$ cat src/rtl/acc_cpu_param.sv
// Parametrised multi-cycle accumulator CPU with internal data memory, Z/C flags
// and a valid/ready instruction port.
module acc_cpu_param #(
  parameter int unsigned DATA_W = 8,
  parameter int unsigned ADDR_W = 4
) (
  input  logic              clk,
  input  logic              rst,
  input  logic              instr_valid,
  output logic              instr_ready,
  input  logic [3:0]        opcode,
  input  logic [ADDR_W-1:0] addr,
  input  logic [DATA_W-1:0] operand,
  input  logic              write_ena,
  output logic [DATA_W-1:0] acc_out,
  output logic              result_valid,
  output logic              flag_z,
  output logic              flag_c,
  output logic              illegal_op
);

  localparam int unsigned DEPTH = 1 << ADDR_W;

  localparam logic [3:0] OP_ADD   = 4'h0;
  localparam logic [3:0] OP_SUB   = 4'h1;
  localparam logic [3:0] OP_STORE = 4'h2;
  localparam logic [3:0] OP_LOAD  = 4'h3;
  localparam logic [3:0] OP_ADDM  = 4'h4;
  localparam logic [3:0] OP_AND   = 4'h5;
  localparam logic [3:0] OP_OR    = 4'h6;
  localparam logic [3:0] OP_XOR   = 4'h7;
  localparam logic [3:0] OP_NOT   = 4'h8;
  localparam logic [3:0] OP_SHL   = 4'h9;
  localparam logic [3:0] OP_SHR   = 4'hA;
  localparam logic [3:0] OP_LDI   = 4'hB;
  localparam logic [3:0] OP_NOP   = 4'hC;

  typedef enum logic [1:0] {S_IDLE, S_MEM, S_EXEC, S_DONE} state_t;

  state_t              state, state_nxt;
  logic                accept;
  logic [3:0]          op_q;
  logic [ADDR_W-1:0]   addr_q;
  logic [DATA_W-1:0]   operand_q;
  logic                we_q;
  logic [DATA_W-1:0]   mem [DEPTH];
  logic [DATA_W-1:0]   mem_rd_q;

  logic [DATA_W-1:0]   add_src;
  logic [DATA_W:0]     sum_ext;
  logic [DATA_W:0]     diff_ext;
  logic [DATA_W-1:0]   acc_nxt;
  logic                c_nxt;
  logic                acc_wr;
  logic                store_en;
  logic                illegal;

  assign accept = instr_valid && instr_ready;

  // State register
  always_ff @(posedge clk) begin
    if (rst) state <= S_IDLE;
    else     state <= state_nxt;
  end

  // Next-state logic; memory-operand ops take the extra read cycle
  always_comb begin
    state_nxt = state;
    case (state)
      S_IDLE: if (accept) state_nxt = (opcode == OP_LOAD || opcode == OP_ADDM) ? S_MEM : S_EXEC;
      S_MEM:  state_nxt = S_EXEC;
      S_EXEC: state_nxt = S_DONE;
      S_DONE: state_nxt = S_IDLE;
      default: state_nxt = S_IDLE;
    endcase
  end

  // Instruction capture at the accept edge only
  always_ff @(posedge clk) begin
    if (rst) begin
      op_q      <= OP_NOP;
      addr_q    <= '0;
      operand_q <= '0;
      we_q      <= 1'b0;
    end else if (state == S_IDLE && accept) begin
      op_q      <= opcode;
      addr_q    <= addr;
      operand_q <= operand;
      we_q      <= write_ena;
    end
  end

  // Execute-stage datapath
  always_comb begin
    acc_nxt  = acc_out;
    c_nxt    = flag_c;
    acc_wr   = 1'b0;
    store_en = 1'b0;
    illegal  = 1'b0;
    add_src  = (op_q == OP_ADDM) ? mem_rd_q : operand_q;
    sum_ext  = {1'b0, acc_out} + {1'b0, add_src};
    diff_ext = {1'b0, acc_out} - {1'b0, operand_q};
    case (op_q)
      OP_ADD, OP_ADDM: begin acc_nxt = sum_ext[DATA_W-1:0];  c_nxt = sum_ext[DATA_W];  acc_wr = 1'b1; end
      OP_SUB:   begin acc_nxt = diff_ext[DATA_W-1:0]; c_nxt = diff_ext[DATA_W]; acc_wr = 1'b1; end
      OP_STORE: store_en = we_q;
      OP_LOAD:  begin acc_nxt = mem_rd_q;              c_nxt = 1'b0; acc_wr = 1'b1; end
      OP_AND:   begin acc_nxt = acc_out & operand_q;   c_nxt = 1'b0; acc_wr = 1'b1; end
      OP_OR:    begin acc_nxt = acc_out | operand_q;   c_nxt = 1'b0; acc_wr = 1'b1; end
      OP_XOR:   begin acc_nxt = acc_out ^ operand_q;   c_nxt = 1'b0; acc_wr = 1'b1; end
      OP_NOT:   begin acc_nxt = ~acc_out;              c_nxt = 1'b0; acc_wr = 1'b1; end
      OP_SHL:   begin acc_nxt = {acc_out[DATA_W-2:0], 1'b0}; c_nxt = acc_out[DATA_W-1]; acc_wr = 1'b1; end
      OP_SHR:   begin acc_nxt = {1'b0, acc_out[DATA_W-1:1]}; c_nxt = acc_out[0];        acc_wr = 1'b1; end
      OP_LDI:   begin acc_nxt = operand_q;             c_nxt = 1'b0; acc_wr = 1'b1; end
      OP_NOP:   ;
      default:  illegal = 1'b1;
    endcase
  end

  // Data memory: cleared on reset, written by STORE in EXEC
  always_ff @(posedge clk) begin
    if (rst) begin
      for (int unsigned i = 0; i < DEPTH; i++) mem[i] <= '0;
    end else if (state == S_EXEC && store_en) begin
      mem[addr_q] <= acc_out;
    end
  end

  always_ff @(posedge clk) begin
    if (rst)                mem_rd_q <= '0;
    else if (state == S_MEM) mem_rd_q <= mem[addr_q];
  end

  // Architectural state and registered handshake/status outputs
  always_ff @(posedge clk) begin
    if (rst) begin
      acc_out      <= '0;
      flag_z       <= 1'b0;
      flag_c       <= 1'b0;
      result_valid <= 1'b0;
      illegal_op   <= 1'b0;
      instr_ready  <= 1'b1;
    end else begin
      if (state == S_EXEC && acc_wr) begin
        acc_out <= acc_nxt;
        flag_c  <= c_nxt;
        flag_z  <= (acc_nxt == '0);
      end
      result_valid <= (state == S_EXEC);
      illegal_op   <= (state == S_EXEC) && illegal;
      instr_ready  <= (state_nxt == S_IDLE);
    end
  end

endmodule

$ cat config.mk
export PLATFORM = sky130hd
export DESIGN_NAME = acc_cpu_param
export DESIGN_NICKNAME = d
export VERILOG_FILES = /design/src/rtl/acc_cpu_param.sv
export SDC_FILE = /design/constraint.sdc
export NUM_CORES = 1
export LEC_CHECK = 0
export CAP_MARGIN = 0
export CORE_ASPECT_RATIO = 0.6
export CORE_MARGIN = 1.5
export CORE_UTILIZATION = 64
export DETAILED_ROUTE_END_ITERATION = 12
export PLACE_DENSITY_LB_ADDON = 0.25
export SYNTH_ARGS = -nofsm -noshare
export SYNTH_HDL_FRONTEND = slang
export SYNTH_SLANG_ARGS = --single-unit
export TNS_END_PERCENT = 50
$ cat constraint.sdc
create_clock -name clk -period 6.6 [get_ports clk]
set_input_delay 1.98 -clock clk [delete_from_list [all_inputs] [get_ports clk]]
set_output_delay 1.98 -clock clk [all_outputs]
set_load 0.1 [all_outputs]
Word-level counts from Yosys, hierarchy flattened --
Memories as Yosys holds them, arrays and structs flattened. A register that Yosys moved wholly into a read port is not among the register bits. Cells that the tools add are included.
Storage, ports and cells: bits in writable memories 128, memories 1, bits of input ports 20, register bits 32
Memories:
- mem | depth 16, width 8, read ports 1, clocked after memory_dff 1, write ports 16, RTL line 46 | logic [DATA_W-1:0] mem [DEPTH];
Operators by class: muxes and demuxes 17, equality and inequality tests 17, reduce and logical (&&, ||, !) cells 17, add/subtract/negate cells 2, bitwise gates (word level) 4
Operators by type and width (count):
- one-hot mux 8 bit (10 select lines) | 1
- equality test 4 x 3 -> 1 bit (second input constant) | 5
- equality test 4 bit (second input constant) | 5
- 2-to-1 mux 8 bit | 2
- OR reduction 13 bit | 1
- equality test 4 x 2 -> 1 bit (second input constant) | 3
- OR reduction 11 bit | 1
- adder 8 x 8 -> 9 bit | 1
- 2-to-1 mux 1 bit | 9
- subtractor 8 x 8 -> 9 bit | 1
- AND 8 bit | 1
- logical NOT 8 bit | 1
- inverter 8 bit | 1
- bitwise OR 8 bit | 1
- one-hot mux 2 bit (4 select lines) | 1
- OR reduction 8 bit | 1
- XOR 8 bit | 1
- OR reduction 6 bit | 1
- logical AND 1 bit | 5
- one-hot mux 1 bit (5 select lines) | 1
- nonzero test 5 bit | 1
- equality test 2 bit (second input constant) | 2
- equality test 4 x 1 -> 1 bit (second input constant) | 1
- logical NOT 2 bit | 2
- 7 further kinds | 8

Logic depth before layout (Yosys ltp) --
depth in word-level cells 8, mapped depth 15

Worst setup path before layout --
No wires, ideal clock.
path kind input -> register, start input port rst, end memory mem[0][0], enable pin, stages 6, arrival 3.603 ns, path slack 2.610 ns, setup time 0.387 ns, path buffers 2, cell sequence clkbuf_1 -> nor2b_1 -> nand3_1 -> or3_1 -> buf_2 -> o31ai_1
RTL lines:
- start, declared | RTL line 8 | input logic rst,
- end, declared | RTL line 46

==> results.json <==
{
  "cts.reportedPaths.clkPinSlew_ns": 0.07,
  "gr-total-overflow": 0,
  "routed_wl_um": 25300,
  "vias": 6972,
  "synth_cell_types": 70,
  "drv_cap": 0,
  "fillers": 956,
  "maxSlewViolCount": 0,
  "hold_depth": 2,
  "synth_top_family_by_area": "simple AND/OR/NAND/NOR gates",
  "insertion_delay_ns": 0.43,
  "post_cts_resized": 0,
  "synth-edff-count": 128,
  "syn_to_final_growth_pct": 9.79,
  "syn-instance-count": 803,
  "fmax_ghz": 0.206,
  "ys_seq_area_share_pct": 51.0,
  "gp_congestion": 0.940,
  "coreArea_mm2": 0.0138,
  "die_w_um": 157,
  "critPathTopFamily": "compound AO/OA/AOI/OAI gates",
  "status": "completed",
  "setup_viol_count_final": 0,
  "synthMuxAreaShare_pct": 11.8,
  "synth_fa_ha_area_share_pct": 5.52,
  "synth_simple_gate_area_share_pct": 16.0,
  "worst-path-buf-inv": 1,
  "p_leak_uw": 0.00333,
  "synth_top_area_share_pct": 42.2,
  "async_flop_share_pct": 0,
  "cts_tree": "done",
  "htreeDepth": 4,
  "holdBufCountCts": 0,
  "root_buffer": "clkbuf_16",
  "grt_pass1_wl_um": 37700,
  "crit_slowest_cell": "o31ai_1",
  "die_h_um": 95.4,
  "n_antenna_cell": 0,
  "worstPathArrival_ns": 4.89,
  "ys_ff_latch": 168,
  "wl_per_cell_um": 25.3,
  "finalCritPeriodShare_pct": 73.5,
  "regArea_mm2": 0.00465,
  "clock_skew_ns": 0.0146,
  "max_slew_margin_pct": 21.0,
  "drt_iter0_markers": 1198,
  "pin_count": 33,
  "nNetsFinal": 853,
  "hold_slack_ns": 0.467,
  "die-area_mm2": 0.0150,
  "post-route-drc-count": 0,
  "clock-sinks": 168,
  "via_per_inst": 6.98,
  "grt_util_all_layers_pct": 35.5,
  "cts_made_buffers": 17,
  "dp_hpwl_um": 17100,
  "hold_viol": 0,
  "syn-cell-area_mm2": 0.00911,
  "fin_util_pct": 72.5,
  "synth_common_cells": "edfxtp_1, nor3_1, nand2_1",
  "grt_pass1_vias": 6231,
  "r2r_cells": 13,
  "end_kind": "register",
  "rsz0062_at_grt": "false",
  "yosysMostFrequentCell": "edfxtp_1",
  "r2r_start": "op_q[3]",
  "ys.flop_type": "edfxtp_1",
  "tns_ns": 0,
  "drive_gt1_share_pct": 12.4,
  "grt_max_degree": 73,
  "critical_path_class": "primary input to register",
  "ys_warn_count": 0,
  "postRouteAntennaNets": 0,
  "cp-startpoint": "rst",
  "portBuffers": 32,
  "avgSynthCellArea_um2": 11.3,
  "worst_pin_slew_ns": 1.17,
  "syn_nets": 862,
  "multi_input_area_mm2": 0.00398,
  "setup.reg_to_reg.worst_slack_ns": 2.08,
  "min_from": "we_q",
  "synth-xor-area-share_pct": 0.865,
  "crit_chain": "clkdlybuf4s50_1, nor2b_1, nand3_1, nor2_1, nand2_1, o31ai_1",
  "p_per_area_mw_per_mm2": 325,
  "critPathMaxFanout": 36,
  "synth-compound-area-share_pct": 9.49,
  "post-cts-setup-buffers": 0,
  "crit_required_ns": 6.64,
  "clock_path_buffers": 2,
  "cp-start-kind": "primary input",
  "cpPeakStageDelay_ns": 1.24,
  "worst_hold_path_type": "register to register",
  "drtPass1Iterations": 5,
  "yosys-top-cells-area": "edfxtp_1, mux4_2, dfxtp_1",
  "yosysTopAreaCell": "edfxtp_1",
  "min_period_ns": 4.85,
  "rr_endpoint": "flag_z",
  "whs_endpoint": "we_q",
  "irDropWorstVdd_mv": 0.218,
  "antenna_found_initial": 0,
  "num_rows": 33,
  "initial_core_util_pct": 66.0
}
==> per-stage QoR <==
stage / setup slack [ns] / instance area [um^2] / std cells / total power (uW)
after floorplan: 2.61 / 9110 / 803 / 2000
after global placement: 1.62 / 9430 / 967 / 2220
after detailed placement: 1.39 / 9430 / 967 / 2250
after CTS: 1.82 / 10000 / 999 / 3210
after global routing: 1.49 / 10000 / 999 / 3350
final: 1.75 / 10000 / 999 / 3250
==> flip-flops by register name (all words and copies together) (netlist names) <==
register,flops
addr_q,4
flag_z,1
instr_ready,1
flag_c,1
illegal_op,1
operand_q,8
acc_out,8
mem,128
result_valid,1
mem_rd_q,8
op_q,4
we_q,1
state,2
==> cell usage in the layout (no fill, tap or decap), drive strengths merged, types with 4 or more instances in the layout <==
cell type      instances
a211oi                15
a21oi                 33
a31oi                  6
and3                   4
buf                   15
clkbuf                18
clkdlybuf4s50         32
clkinv                13
dfxtp                 40
edfxtp               128
ha                    37
inv                   34
mux2i                 15
mux4                  41
nand2                 62
nand2b                 5
nand3                 10
nor2                  41
nor2b                  9
nor3                 103
nor4                  35
o21ai                 35
o22ai                  4
o31ai                  7
xnor2                  5
xor2                   4
==> where the power goes <==
part           internal [uW]  switching [uW]
Sequential              1210             109
Clock                    532             445
Combinational            332             627
Total                   2070            1180
==> layer usage <==
| layer | routed length, um | share of wire, % | track usage (%) | vias up |
|---|---|---|---|---|
| li1 | - | - | - | 3028 |
| met1 | 10500 | 41 | 55.2 | 3326 |
| met2 | 10300 | 41 | 47.1 | 567 |
| met3 | 4190 | 17 | 12.5 | 51 |
| met4 | 409 | 1.6 | 8.41 | 0 |
| met5 | 0 | 0 | 0 | - |
==> worst register-to-register path, stage by stage, from the launching register on <==
cell and delay [ns]:
dfxtp_1 0.63, nor3_2 0.73, and2_0 0.69, nand2_1 0.10, o21ai_0 0.10, ha_1 0.22, inv_1 0.06, fa_1 0.48
o21ai_0 0.30, a31oi_1 0.18, xnor2_1 0.16, a211oi_1 0.29, nand3_1 0.25, o31ai_2 0.24
==> logic make-up (layout without fill, tap and decap cells) <==
family	Yosys count	count (layout)
AO/OA/AOI/OAI	133	133
adder cells (fa/ha/maj)	39	39
AND/OR/NAND/NOR	289	289
XOR/XNOR	9	9
multiplexers	56	56
flip-flops	168	168
buffers and inverters	109	113
==> worst max-delay path by stage <==
stage | to | slack, ns | depth (start not counted)
global placement | mem[8][6] | 1.62 | 6
global route | mem[8][5] | 1.49 | 6
detailed placement | mem[8][0] | 1.39 | 6
CTS | mem[8][0] | 1.82 | 6
finish | mem[8][5] | 1.75 | 6
floorplan | mem[0][0] | 2.61 | 6
==> cell type report <==
cell class | count | share of cell area, %
Clock buffer | 18 | 4.50
Timing Repair Buffer | 47 | 4.33
Tap cell | 192 | 2.40
Multi-Input combinational cell | 526 | 39.8
Clock inverter | 14 | 1.23
Inverter | 34 | 1.28
Sequential cell | 168 | 46.5
Power figures use the tool's default switching activity.
